===== config.mk =====
export PLATFORM = sky130hd
export DESIGN_NAME = if_fetch_unit_flat
export DESIGN_NICKNAME = d
export VERILOG_FILES = /design/src/rtl/riscv_pkg.sv /design/src/rtl/if_fetch_unit_if.sv /design/src/rtl/if_fetch_unit_fetch_fifo.sv /design/src/rtl/if_fetch_unit.sv /design/src/flat_wrapper.sv
export SDC_FILE = /design/constraint.sdc
export NUM_CORES = 1
export LEC_CHECK = 0
export CORE_ASPECT_RATIO = 1.25
export CORE_MARGIN = 1
export CORE_UTILIZATION = 53
export CTS_CLUSTER_DIAMETER = 80
export DETAILED_ROUTE_END_ITERATION = 7
export PLACE_DENSITY = 0.8
export SYNTH_ARGS = -nofsm -noshare
export SYNTH_HDL_FRONTEND = slang
export SYNTH_SLANG_ARGS = --single-unit

===== constraint.sdc =====
create_clock -name clk -period 4.1 [get_ports clk]
set_input_delay 0.615 -clock clk [delete_from_list [all_inputs] [get_ports clk]]
set_output_delay 0.615 -clock clk [all_outputs]
set_load 0.01 [all_outputs]

===== src/rtl/riscv_pkg.sv =====
// Shared core types. The fetch stage adds its queue entry, its in-flight
// request tag and a NOP encoding for consumers that need a bubble.
package riscv_pkg;

  localparam int FETCH_XLEN = 32;

  // addi x0, x0, 0
  localparam logic [FETCH_XLEN-1:0] FETCH_NOP = 32'h0000_0013;

  typedef struct packed {
    logic [FETCH_XLEN-1:0] pc;
    logic [FETCH_XLEN-1:0] instr;
  } fetch_entry_t;

  typedef struct packed {
    logic [FETCH_XLEN-1:0] pc;
    logic                  epoch;
  } fetch_tag_t;

endpackage


===== src/rtl/if_fetch_unit_if.sv =====
// Fetch-stage bus: imem request/response channel plus the ID-facing handshake.
// master = fetch unit side, slave = memory / decode side.
interface if_fetch_unit_if #(
  parameter int XLEN = 32
);
  logic            imem_req_valid;
  logic            imem_req_ready;
  logic [XLEN-1:0] imem_req_addr;
  logic            imem_rsp_valid;
  logic [XLEN-1:0] imem_rsp_data;
  logic            id_valid;
  logic            id_ready;
  logic [XLEN-1:0] id_pc;
  logic [XLEN-1:0] id_pc_plus_4;
  logic [XLEN-1:0] id_instr;

  modport master (
    output imem_req_valid,
    input  imem_req_ready,
    output imem_req_addr,
    input  imem_rsp_valid,
    input  imem_rsp_data,
    output id_valid,
    input  id_ready,
    output id_pc,
    output id_pc_plus_4,
    output id_instr
  );

  modport slave (
    input  imem_req_valid,
    output imem_req_ready,
    input  imem_req_addr,
    output imem_rsp_valid,
    output imem_rsp_data,
    input  id_valid,
    output id_ready,
    input  id_pc,
    input  id_pc_plus_4,
    input  id_instr
  );

endinterface


===== src/rtl/if_fetch_unit_fetch_fifo.sv =====
// Synchronous FIFO with flush. The head entry is read combinationally so a
// value pushed in one cycle is visible at the head in the next.
module fetch_fifo #(
  parameter int  DEPTH = 4,
  parameter type T     = logic [31:0]
) (
  input  logic                   clk,
  input  logic                   rst,
  input  logic                   push,
  input  T                       push_data,
  input  logic                   pop,
  input  logic                   flush,
  output T                       head,
  output logic                   full,
  output logic                   empty,
  output logic [$clog2(DEPTH):0] count
);

  localparam int AW = (DEPTH > 1) ? $clog2(DEPTH) : 1;
  localparam int CW = $clog2(DEPTH) + 1;

  logic [AW-1:0] wr_ptr_reg;
  logic [AW-1:0] rd_ptr_reg;
  logic [CW-1:0] count_reg;
  logic          do_push;
  logic          do_pop;
  T              slots [DEPTH];

  function automatic logic [AW-1:0] ptr_inc(input logic [AW-1:0] p);
    return (p == AW'(DEPTH - 1)) ? '0 : p + 1'b1;
  endfunction

  assign empty   = (count_reg == '0);
  assign full    = (count_reg == CW'(DEPTH));
  assign count   = count_reg;
  assign do_pop  = pop && !empty;
  // A full FIFO still accepts a push when the head leaves in the same cycle.
  assign do_push = push && (!full || do_pop);

  for (genvar gi = 0; gi < DEPTH; gi++) begin : g_slot
    T slot_reg;

    always_ff @(posedge clk) begin
      if (do_push && (wr_ptr_reg == AW'(gi))) begin
        slot_reg <= push_data;
      end
    end

    assign slots[gi] = slot_reg;
  end

  assign head = slots[rd_ptr_reg];

  always_ff @(posedge clk) begin
    if (rst || flush) begin
      wr_ptr_reg <= '0;
      rd_ptr_reg <= '0;
      count_reg  <= '0;
    end else begin
      if (do_push) begin
        wr_ptr_reg <= ptr_inc(wr_ptr_reg);
      end
      if (do_pop) begin
        rd_ptr_reg <= ptr_inc(rd_ptr_reg);
      end
      case ({do_push, do_pop})
        2'b10:   count_reg <= count_reg + 1'b1;
        2'b01:   count_reg <= count_reg - 1'b1;
        default: count_reg <= count_reg;
      endcase
    end
  end

endmodule


===== src/rtl/if_fetch_unit.sv =====
// Decoupled instruction fetch: credit-limited imem requests, in-order responses
// tagged with a redirect epoch, and a fetch queue presenting instructions to ID.
module if_fetch_unit
  import riscv_pkg::*;
#(
  parameter int              XLEN            = 32,
  parameter logic [XLEN-1:0] RESET_PC        = 32'h0000_0000,
  parameter int              FQ_DEPTH        = 4,
  parameter int              MAX_OUTSTANDING = 2
) (
  input  logic                      clk,
  input  logic                      rst,
  input  logic                      jalr_taken,
  input  logic [XLEN-1:0]           jalr_target,
  input  logic                      branch_taken,
  input  logic [XLEN-1:0]           branch_target,
  input  logic                      jal_taken,
  input  logic [XLEN-1:0]           jal_target,
  if_fetch_unit_if.master           bus,
  output logic [$clog2(FQ_DEPTH):0] fq_count
);

  localparam int OW = $clog2(MAX_OUTSTANDING) + 1;

  logic [XLEN-1:0] fetch_pc_reg;
  logic [XLEN-1:0] fetch_pc_next;
  logic            epoch_reg;
  logic            epoch_next;

  logic            redirect;
  logic [XLEN-1:0] redirect_target;

  logic [OW-1:0]   outstanding;
  logic [31:0]     credit_sum;
  logic            req_fire;

  logic            tag_full;
  logic            tag_empty;
  fetch_tag_t      tag_push_data;
  fetch_tag_t      tag_head;

  logic            fq_full;
  logic            fq_empty;
  logic            fq_push;
  logic            fq_pop;
  fetch_entry_t    fq_push_data;
  fetch_entry_t    fq_head;

  always_comb begin
    redirect        = jalr_taken | branch_taken | jal_taken;
    redirect_target = jal_target;
    if (jalr_taken) begin
      redirect_target = jalr_target;
    end else if (branch_taken) begin
      redirect_target = branch_target;
    end
  end

  // Credit rule: every accepted request owns a fetch-queue slot, so a
  // response can always be pushed without backpressure.
  assign credit_sum         = 32'(outstanding) + 32'(fq_count);
  assign bus.imem_req_valid = !rst && !tag_full && (credit_sum < 32'(FQ_DEPTH));
  assign bus.imem_req_addr  = fetch_pc_reg;
  assign req_fire           = bus.imem_req_valid && bus.imem_req_ready;

  // A request accepted during a redirect carries the old pc and old epoch,
  // so its response is discarded on arrival.
  always_comb begin
    fetch_pc_next = fetch_pc_reg;
    epoch_next    = epoch_reg;
    if (redirect) begin
      fetch_pc_next = {redirect_target[XLEN-1:2], 2'b00};
      epoch_next    = !epoch_reg;
    end else if (req_fire) begin
      fetch_pc_next = fetch_pc_reg + XLEN'(4);
    end
  end

  always_ff @(posedge clk) begin
    if (rst) begin
      fetch_pc_reg <= {RESET_PC[XLEN-1:2], 2'b00};
      epoch_reg    <= 1'b0;
    end else begin
      fetch_pc_reg <= fetch_pc_next;
      epoch_reg    <= epoch_next;
    end
  end

  assign tag_push_data = '{pc: fetch_pc_reg, epoch: epoch_reg};

  fetch_fifo #(
    .DEPTH (MAX_OUTSTANDING),
    .T     (fetch_tag_t)
  ) u_tag_fifo (
    .clk       (clk),
    .rst       (rst),
    .push      (req_fire),
    .push_data (tag_push_data),
    .pop       (bus.imem_rsp_valid),
    .flush     (1'b0),
    .head      (tag_head),
    .full      (tag_full),
    .empty     (tag_empty),
    .count     (outstanding)
  );

  assign fq_push      = bus.imem_rsp_valid && (tag_head.epoch == epoch_reg) && !redirect;
  assign fq_push_data = '{pc: tag_head.pc, instr: bus.imem_rsp_data};
  assign fq_pop       = bus.id_valid && bus.id_ready;

  fetch_fifo #(
    .DEPTH (FQ_DEPTH),
    .T     (fetch_entry_t)
  ) u_fetch_queue (
    .clk       (clk),
    .rst       (rst),
    .push      (fq_push),
    .push_data (fq_push_data),
    .pop       (fq_pop),
    .flush     (redirect),
    .head      (fq_head),
    .full      (fq_full),
    .empty     (fq_empty),
    .count     (fq_count)
  );

  assign bus.id_valid     = !fq_empty && !redirect;
  assign bus.id_pc        = fq_empty ? '0 : fq_head.pc;
  assign bus.id_pc_plus_4 = fq_empty ? '0 : fq_head.pc + XLEN'(4);
  assign bus.id_instr     = fq_empty ? '0 : fq_head.instr;

  a_rsp_has_request : assert property (
    @(posedge clk) disable iff (rst) bus.imem_rsp_valid |-> !tag_empty
  );

  a_queue_has_room : assert property (
    @(posedge clk) disable iff (rst) fq_push |-> (!fq_full || fq_pop)
  );

endmodule


===== src/flat_wrapper.sv =====
// flat-port wrapper written by rule: the top's interface ports become plain ports
module if_fetch_unit_flat import riscv_pkg::*;
#(
  parameter int              XLEN            = 32,
  parameter logic [XLEN-1:0] RESET_PC        = 32'h0000_0000,
  parameter int              FQ_DEPTH        = 4,
  parameter int              MAX_OUTSTANDING = 2
)
  (clk, rst, jalr_taken, jalr_target, branch_taken, branch_target, jal_taken, jal_target, fq_count, bus_imem_req_valid, bus_imem_req_ready, bus_imem_req_addr, bus_imem_rsp_valid, bus_imem_rsp_data, bus_id_valid, bus_id_ready, bus_id_pc, bus_id_pc_plus_4, bus_id_instr);
  if_fetch_unit_if #(.XLEN(XLEN)) bus_i ();
  input  logic clk;
  input  logic rst;
  input  logic jalr_taken;
  input  logic [XLEN-1:0] jalr_target;
  input  logic branch_taken;
  input  logic [XLEN-1:0] branch_target;
  input  logic jal_taken;
  input  logic [XLEN-1:0] jal_target;
  output logic [$clog2(FQ_DEPTH):0] fq_count;
  output wire logic [$bits(bus_i.imem_req_valid)-1:0] bus_imem_req_valid;
  input wire logic [$bits(bus_i.imem_req_ready)-1:0] bus_imem_req_ready;
  output wire logic [$bits(bus_i.imem_req_addr)-1:0] bus_imem_req_addr;
  input wire logic [$bits(bus_i.imem_rsp_valid)-1:0] bus_imem_rsp_valid;
  input wire logic [$bits(bus_i.imem_rsp_data)-1:0] bus_imem_rsp_data;
  output wire logic [$bits(bus_i.id_valid)-1:0] bus_id_valid;
  input wire logic [$bits(bus_i.id_ready)-1:0] bus_id_ready;
  output wire logic [$bits(bus_i.id_pc)-1:0] bus_id_pc;
  output wire logic [$bits(bus_i.id_pc_plus_4)-1:0] bus_id_pc_plus_4;
  output wire logic [$bits(bus_i.id_instr)-1:0] bus_id_instr;
  assign bus_imem_req_valid = bus_i.imem_req_valid;
  assign bus_i.imem_req_ready = bus_imem_req_ready;
  assign bus_imem_req_addr = bus_i.imem_req_addr;
  assign bus_i.imem_rsp_valid = bus_imem_rsp_valid;
  assign bus_i.imem_rsp_data = bus_imem_rsp_data;
  assign bus_id_valid = bus_i.id_valid;
  assign bus_i.id_ready = bus_id_ready;
  assign bus_id_pc = bus_i.id_pc;
  assign bus_id_pc_plus_4 = bus_i.id_pc_plus_4;
  assign bus_id_instr = bus_i.id_instr;
  if_fetch_unit #(.XLEN(XLEN), .RESET_PC(RESET_PC), .FQ_DEPTH(FQ_DEPTH), .MAX_OUTSTANDING(MAX_OUTSTANDING)) u_core (.clk(clk), .rst(rst), .jalr_taken(jalr_taken), .jalr_target(jalr_target), .branch_taken(branch_taken), .branch_target(branch_target), .jal_taken(jal_taken), .jal_target(jal_target), .bus(bus_i), .fq_count(fq_count));
endmodule

== Word-level counts from Yosys, hierarchy flattened ==
Index checks and enable logic that the tools add are counted.
Widths: inputs -> output; s select.
Word-level totals
  output and inout port bits: 133
  memory bits (writable): 0
  bits in read-only memories: 0
  register bits after elaboration: 366
  memories kept: 0
  word-level logic and storage cells: 104
  input port bits: 136
  bits in latches: 0
Cells by class
  $lt $le $gt $ge: 3
  bitwise logic cells: 5
  equal/unequal tests: 11
  div/mod/pow operators: 0
  shifts and indexed selects: 0
  multiplexer cells: 19
  multipliers: 0
  reductions and logical operators: 34
  add/subtract/negate cells: 11
Operators by type and width (count)
  $mux 32: 7
  $bmux 64 s2: 1
  $mux 64: 2
  $mux 33: 3
  $add 32x3->32 const B: 2
  $lt 32x3->1 const B: 1
  $logic_and 1x1->1: 17
  $eq 2x2->1 const B: 6
  $logic_not 1->1: 7
  $add 2x1->2 const B: 3
  $eq 2x1->1 const B: 3
  $pmux 3 s2: 1
  $reduce_bool 2->1: 3
  $add 2x3->4: 1
  $logic_not 2->1: 2
  $mux 2: 2
  $pmux 2 s2: 1
  $add 3x1->3 const B: 1
  $eq 3x3->1 const B: 1
  $ge 3x3->1 const B: 1
  $logic_not 3->1: 1
  $logic_or 1x1->1: 3
  $not 2->3: 1
  $sub 3x1->3 const B: 1
  other kinds (9): 12

== Longest topological paths before layout ==
  depth after elaboration: 10
  gate-level depth with buffers: 9
  gate-level depth less buffers: 8

== By module ==
From an unflattened synthesis, not the netlist that was laid out.
Second synthesis, totals
  cell total of the unflattened synthesis: 1103
  area total of the unflattened synthesis: 16131.7 µm²
Modules (own cells, without submodules)
  fetch_fifo at u_core.u_fetch_queue: cells an instance 390, instances 1, area each 9710.6 µm², seq. area each 7827.5 µm²
  if_fetch_unit: cells an instance 581, instances 1, area each 3811.2 µm², seq. area each 620.6 µm²
  fetch_fifo at u_core.u_tag_fifo: cells an instance 132, instances 1, area each 2610.0 µm², seq. area each 2062.0 µm²

== Worst setup path after synthesis ==
Ideal clock, no wire load.
  kind: input to register
  start: input branch_taken
  end: register u_core.u_fetch_queue.g_slot[0].slot_reg[0] (netlist name) (enable)
  data required time: 3.673 ns
  stages on the path: 6
  data arrival time: 3.186 ns
  buffers on the path: 2
  slack: 0.488 ns
  library setup time: 0.427 ns
  cell sequence: or3_1 clkbuf_1 a31oi_1 and3_1 clkbuf_1 and2_1
On the way
  word-level cells in the longest chain between the ends: 9
  elaborated cells on any way between the ends: 10
  classes of those cells: bitwise: 2; reduce/logical: 8
Ends and longest elaborated chain
  from (decl): RTL line flat_wrapper.sv:15  | input logic branch_taken;
  $or 1x1->1 (*) (2 in series): RTL line if_fetch_unit.sv:50  | redirect = jalr_taken | branch_taken | jal_taken;
  $logic_not 1->1 (*): RTL line if_fetch_unit.sv:107, if_fetch_unit.sv:127
  $logic_and 1x1->1: RTL line if_fetch_unit.sv:127  | assign bus.id_valid = !fq_empty && !redirect;
  $logic_and 1x1->1: RTL line if_fetch_unit.sv:109  | assign fq_pop = bus.id_valid && bus.id_ready;
  $logic_and 1x1->1: RTL line if_fetch_unit_fetch_fifo.sv:36  | assign do_pop = pop && !empty;
  $logic_or 1x1->1: RTL line if_fetch_unit_fetch_fifo.sv:38  | assign do_push = push && (!full || do_pop);
  $logic_and 1x1->1 (*): RTL line if_fetch_unit_fetch_fifo.sv:38
  $logic_and 1x1->1 (*): RTL line if_fetch_unit_fetch_fifo.sv:44  | if (do_push && (wr_ptr_reg == AW'(gi))) begin
  to (signal assigned): RTL line if_fetch_unit_fetch_fifo.sv:45  | slot_reg <= push_data;
  to (decl): RTL line if_fetch_unit_fetch_fifo.sv:41  | T slot_reg;
Mark *: on every way between the ends. The rest lies on a longest branch, timed or not.
A chain may end at the register's enable or synchronous reset.

== Worst setup path in the final report ==
  start: register u_core.u_fetch_queue.rd_ptr_reg[0]
  end: output bus_id_pc_plus_4[20]
On the way
  word-level cells in the longest chain between the ends: 6
Ends and longest elaborated chain
  from (decl): RTL line if_fetch_unit_fetch_fifo.sv:23  | logic [AW-1:0] rd_ptr_reg;
  from (signal assigned): RTL line if_fetch_unit_fetch_fifo.sv:64  | rd_ptr_reg <= ptr_inc(rd_ptr_reg);
  $not 2->3 (implied by the code): RTL line if_fetch_unit_fetch_fifo.sv:52  | assign head = slots[rd_ptr_reg];
  $bmux 64 s2: RTL line if_fetch_unit_fetch_fifo.sv:52
  $mux 64 (implied by the code) (2 in series): RTL line if_fetch_unit_fetch_fifo.sv:52
  $add 32x3->32: RTL line if_fetch_unit.sv:129  | assign bus.id_pc_plus_4 = fq_empty ? '0 : fq_head.pc + XLEN'(4);
  $mux 32: RTL line if_fetch_unit.sv:129
  to (decl): RTL line flat_wrapper.sv:28  | output wire logic [$bits(bus_i.id_pc_plus_4)-1:0] bus_id_pc_plus_4;
No other way between the ends. The select of a mux whose other input is x is not followed.

==> flow_summary_export.csv <==
group,metric,value,unit
status,status,"finished clean",
worst_setup_path,setup.worst_path.class,"flip-flop to output pin",
global_route,global_route.usage.total,23.81,%
timing,setup-tns-final,0,ps
worst_setup_path,r2r_slack,1400,ps
timing,hold_ws,504.4,ps
timing,hold_violations,0,
finish,layout.cells.most_common_list,"edfxtp_1 (310), clkdlybuf4s50_1 (250), a21oi_1 (65), nor2b_1 (61)",
power,switching_share,21.88,%
floorplan,core,29250,um^2
placement,gp_routability_congestion,0.8729,
synthesis,yosys_register_bits,352,
cts,max_root_sink_buffers,3,
synthesis,synthesis.area,15760,um^2
cts,insertion_delay,510,ps
timing,setup_repair_after_global_routing_missed_its_margin,"yes",
route,antenna_left,0,
timing,post-route-period-util,97.49,%
synthesis,ys_seq_area_share,64.41,%
floorplan,boundaryPins,269,
floorplan,fp.dieArea,30430,um^2
worst_setup_path,worst_setup_path_end_kind,"output pin",
floorplan,core.rowCount,70,
power,p_leak,6.475,nW
global_route,pin_count_of_the_biggest_net_entering_global_routing,94,
timing,total_setup_violations_reported_at_the_end_of_the_flow,0,
route,num_vias,10230,
cts,clock_pin_transition_on_the_worst_setup_and_hold_timing_paths,60,ps
placement,post-dp-hpwl,24450,um
synthesis,synth-edff-count,310,
worst_setup_path,critPathBufInv,3,
synthesis,synthFlopType,"edfxtp_1",
power,comb_power_share,9.5,%
global_route,initial_antenna_violation_count,0,
power,clock_power_share,38.3,%
finish,finalNetCount,1501,
cts,h_tree_lvls,2,
finish,largest_reg_flops,248,
timing,fmax,250.2,MHz
finish,antennaDiodeCount,0,
hold_path,holdCritPathClass,"flip-flop to flip-flop",
finish,layout-drive-gt1-share,15.16,%
power,cellPowerDensity,396.8,nW/um^2
timing,slew_headroom,28.35,%
cts,cts_root_buffer,"clkbuf_16",
timing,number_of_slew_limit_violations_in_the_final_report,0,
placement,port_buffers,256,
worst_setup_path,crit_path_max_incr_delay,600,ps
finish,flow.area_growth_from_synthesis,26.97,%
route,drt_iter0_markers,580,
global_route,grt_pass1_vias,10180,
route,post_route_drc,0,
route,viasPerCell,5.761,
timing,worst_pin_slew,1061,ps
job,timing.max_cap.violations,0,
worst_setup_path,crit_family,"buffers and inverters",
timing,worst_clock_skew,12.16,ps
worst_setup_path,worstPathCellList,"buf_4 > mux4_2 > ha_2 > nand4_1 > buf_4 > nor3_2 > nand4_1 > a21oi_1 > clkdlybuf4s50_1",
route,routed_wire_length_per_instance,20.37,um
cts,cts-buffers-inserted,34,
cts,hold_buffers,0,
timing,final_period_minus_worst_setup_slack,3997,ps
global_route,grt_first_pass_wirelength,55530,um
power,power.net_switching,0.001736,W
power,internal_power,0.006201,W
power,post-layout-total-power,0.007938,W
power,max-vdd-ir-drop,0.3276,mV
worst_setup_path,critPathLaunchType,"flip-flop",
synthesis,synthArstFlopShare,0,%
global_route,globalRouteOverflowTotal,0,
cts,cts_tree,"built",
route,detail_route.first_pass.iterations,5,
route,drt-total-wl,36150,um
floorplan,starting_density_of_the_core,53.87,%
cts,clock_sinks,352,
synthesis,yosysWarningCount,0,
worst_setup_path,cp_required,3480,ps
worst_setup_path,timing.critical_path.arrival,3380,ps
floorplan,die_h,194.8,um
synthesis,synth_area_per_cell,14.48,um^2
synthesis,synth.distinct_cells,61,
synthesis,netlist_instances,1088,
floorplan,die-width,156.2,um
worst_setup_path,critPathMaxFanout,7,
power,sequentialPowerShare,52.2,%
worst_setup_path,slowest_stage,"clkdlybuf4s50_1",
finish,fill_cells,2080,
finish,final_common_cell,"edfxtp_1",
through the flow:
step	cells	utilization (%)	setup WS [ps]	area, um^2
floorplan	1093	-	487.7	15780
global placement	1708	64.37	344.3	18830
detailed placement	1708	64.37	281.1	18830
CTS	1772	68.27	3.235	19970
global route	1775	68.39	-50.69	20010
finish	1775	68.39	102.9	20010
power groups by stage:
stage / sequential (W) / combinational, W / clock (W)
CTS: 0.00414 / 0.000752 / 0.00310
detailed placement: 0.00422 / 0.000742 / 0
floorplan: 0.00420 / 0.000430 / 0
global route: 0.00415 / 0.000815 / 0.00322
finish: 0.00414 / 0.000751 / 0.00304
global placement: 0.00421 / 0.000718 / 0
worst paths after layout:
path                                       from                                  endpoint  depth (start not counted)
max reg2reg       u_core.u_fetch_queue.count[1]                u_core.u_tag_fifo.count[1]                          8
min reg2reg        u_core.bus.imem_req_addr[30]  u_core.u_tag_fifo.g_slot[0].slot_reg[31]                          0
min                u_core.bus.imem_req_addr[30]  u_core.u_tag_fifo.g_slot[0].slot_reg[31]                          0
max          u_core.u_fetch_queue.rd_ptr_reg[0]                      bus_id_pc_plus_4[20]                          9
worst register-to-register path, stage by stage (launching register included):
cell	delay, ps
dfxtp_1	390
ha_1	250
or3_1	430
nor4_4	270
buf_4	270
inv_2	160
ha_1	360
or3_1	360
a21oi_1	150
Yosys cell counts (33+ instances only):
cell type    n  share of area (%)
mux2_2      36                2.6
a21oi_1     65                2.1
inv_1       33               0.79
clkbuf_1    38               0.91
mux4_2      47                6.7
nor2b_1     61                2.4
nand2_1     49                1.2
dfxtp_1     42                5.3
o21ai_0     36                1.1
nor2_1      57                1.4
edfxtp_1   310                 59
layer usage:
metal	part of all wire (%)	vias to the layer above	wire, um	GRT usage, %
met2	51	468	18520	42.00
met4	1.7	0	606	6.064
met1	40	4980	14420	29.90
met3	7.2	37	2602	4.615
met5	0	-	0	0
li1	-	4740	-	-
cells by family (layout without fill, tap and decap cells):
logic type      count (synthesis)  after routing  synth area share (%)
buf+inv                        99            385                 2.779
fa+ha+maj                      10             10                0.8417
simple gates                  321            321                 11.38
xor+xnor                       24             24                 1.334
compound gates                175            175                 6.932
flops                         352            352                 64.41
other cells                     1              6               0.02380
mux                           106            106                 12.30
area by class of cell:
cell class | count | area [um^2] | area share (%)
Sequential cell | 352 | 10160 | 50.77
Multi-Input combinational cell | 642 | 5228 | 26.13
Timing Repair Buffer | 291 | 2904 | 14.52
Clock buffer | 38 | 929.6 | 4.647
Tap cell | 396 | 495.5 | 2.477
Clock inverter | 22 | 165.2 | 0.8255
Inverter | 34 | 127.6 | 0.6379
what timing repair did:
| item | 4_1_cts | 5_1_grt |
|---|---|---|
| pin swaps | 0 | 3 |
| setup buffers | 4 | 3 |
| resized for setup | 19 | 7 |
| cloned | 0 | 0 |
| endpoints found under the setup margin | 14 | 11 |
No activity file was read; power rests on OpenSTA's default activity.
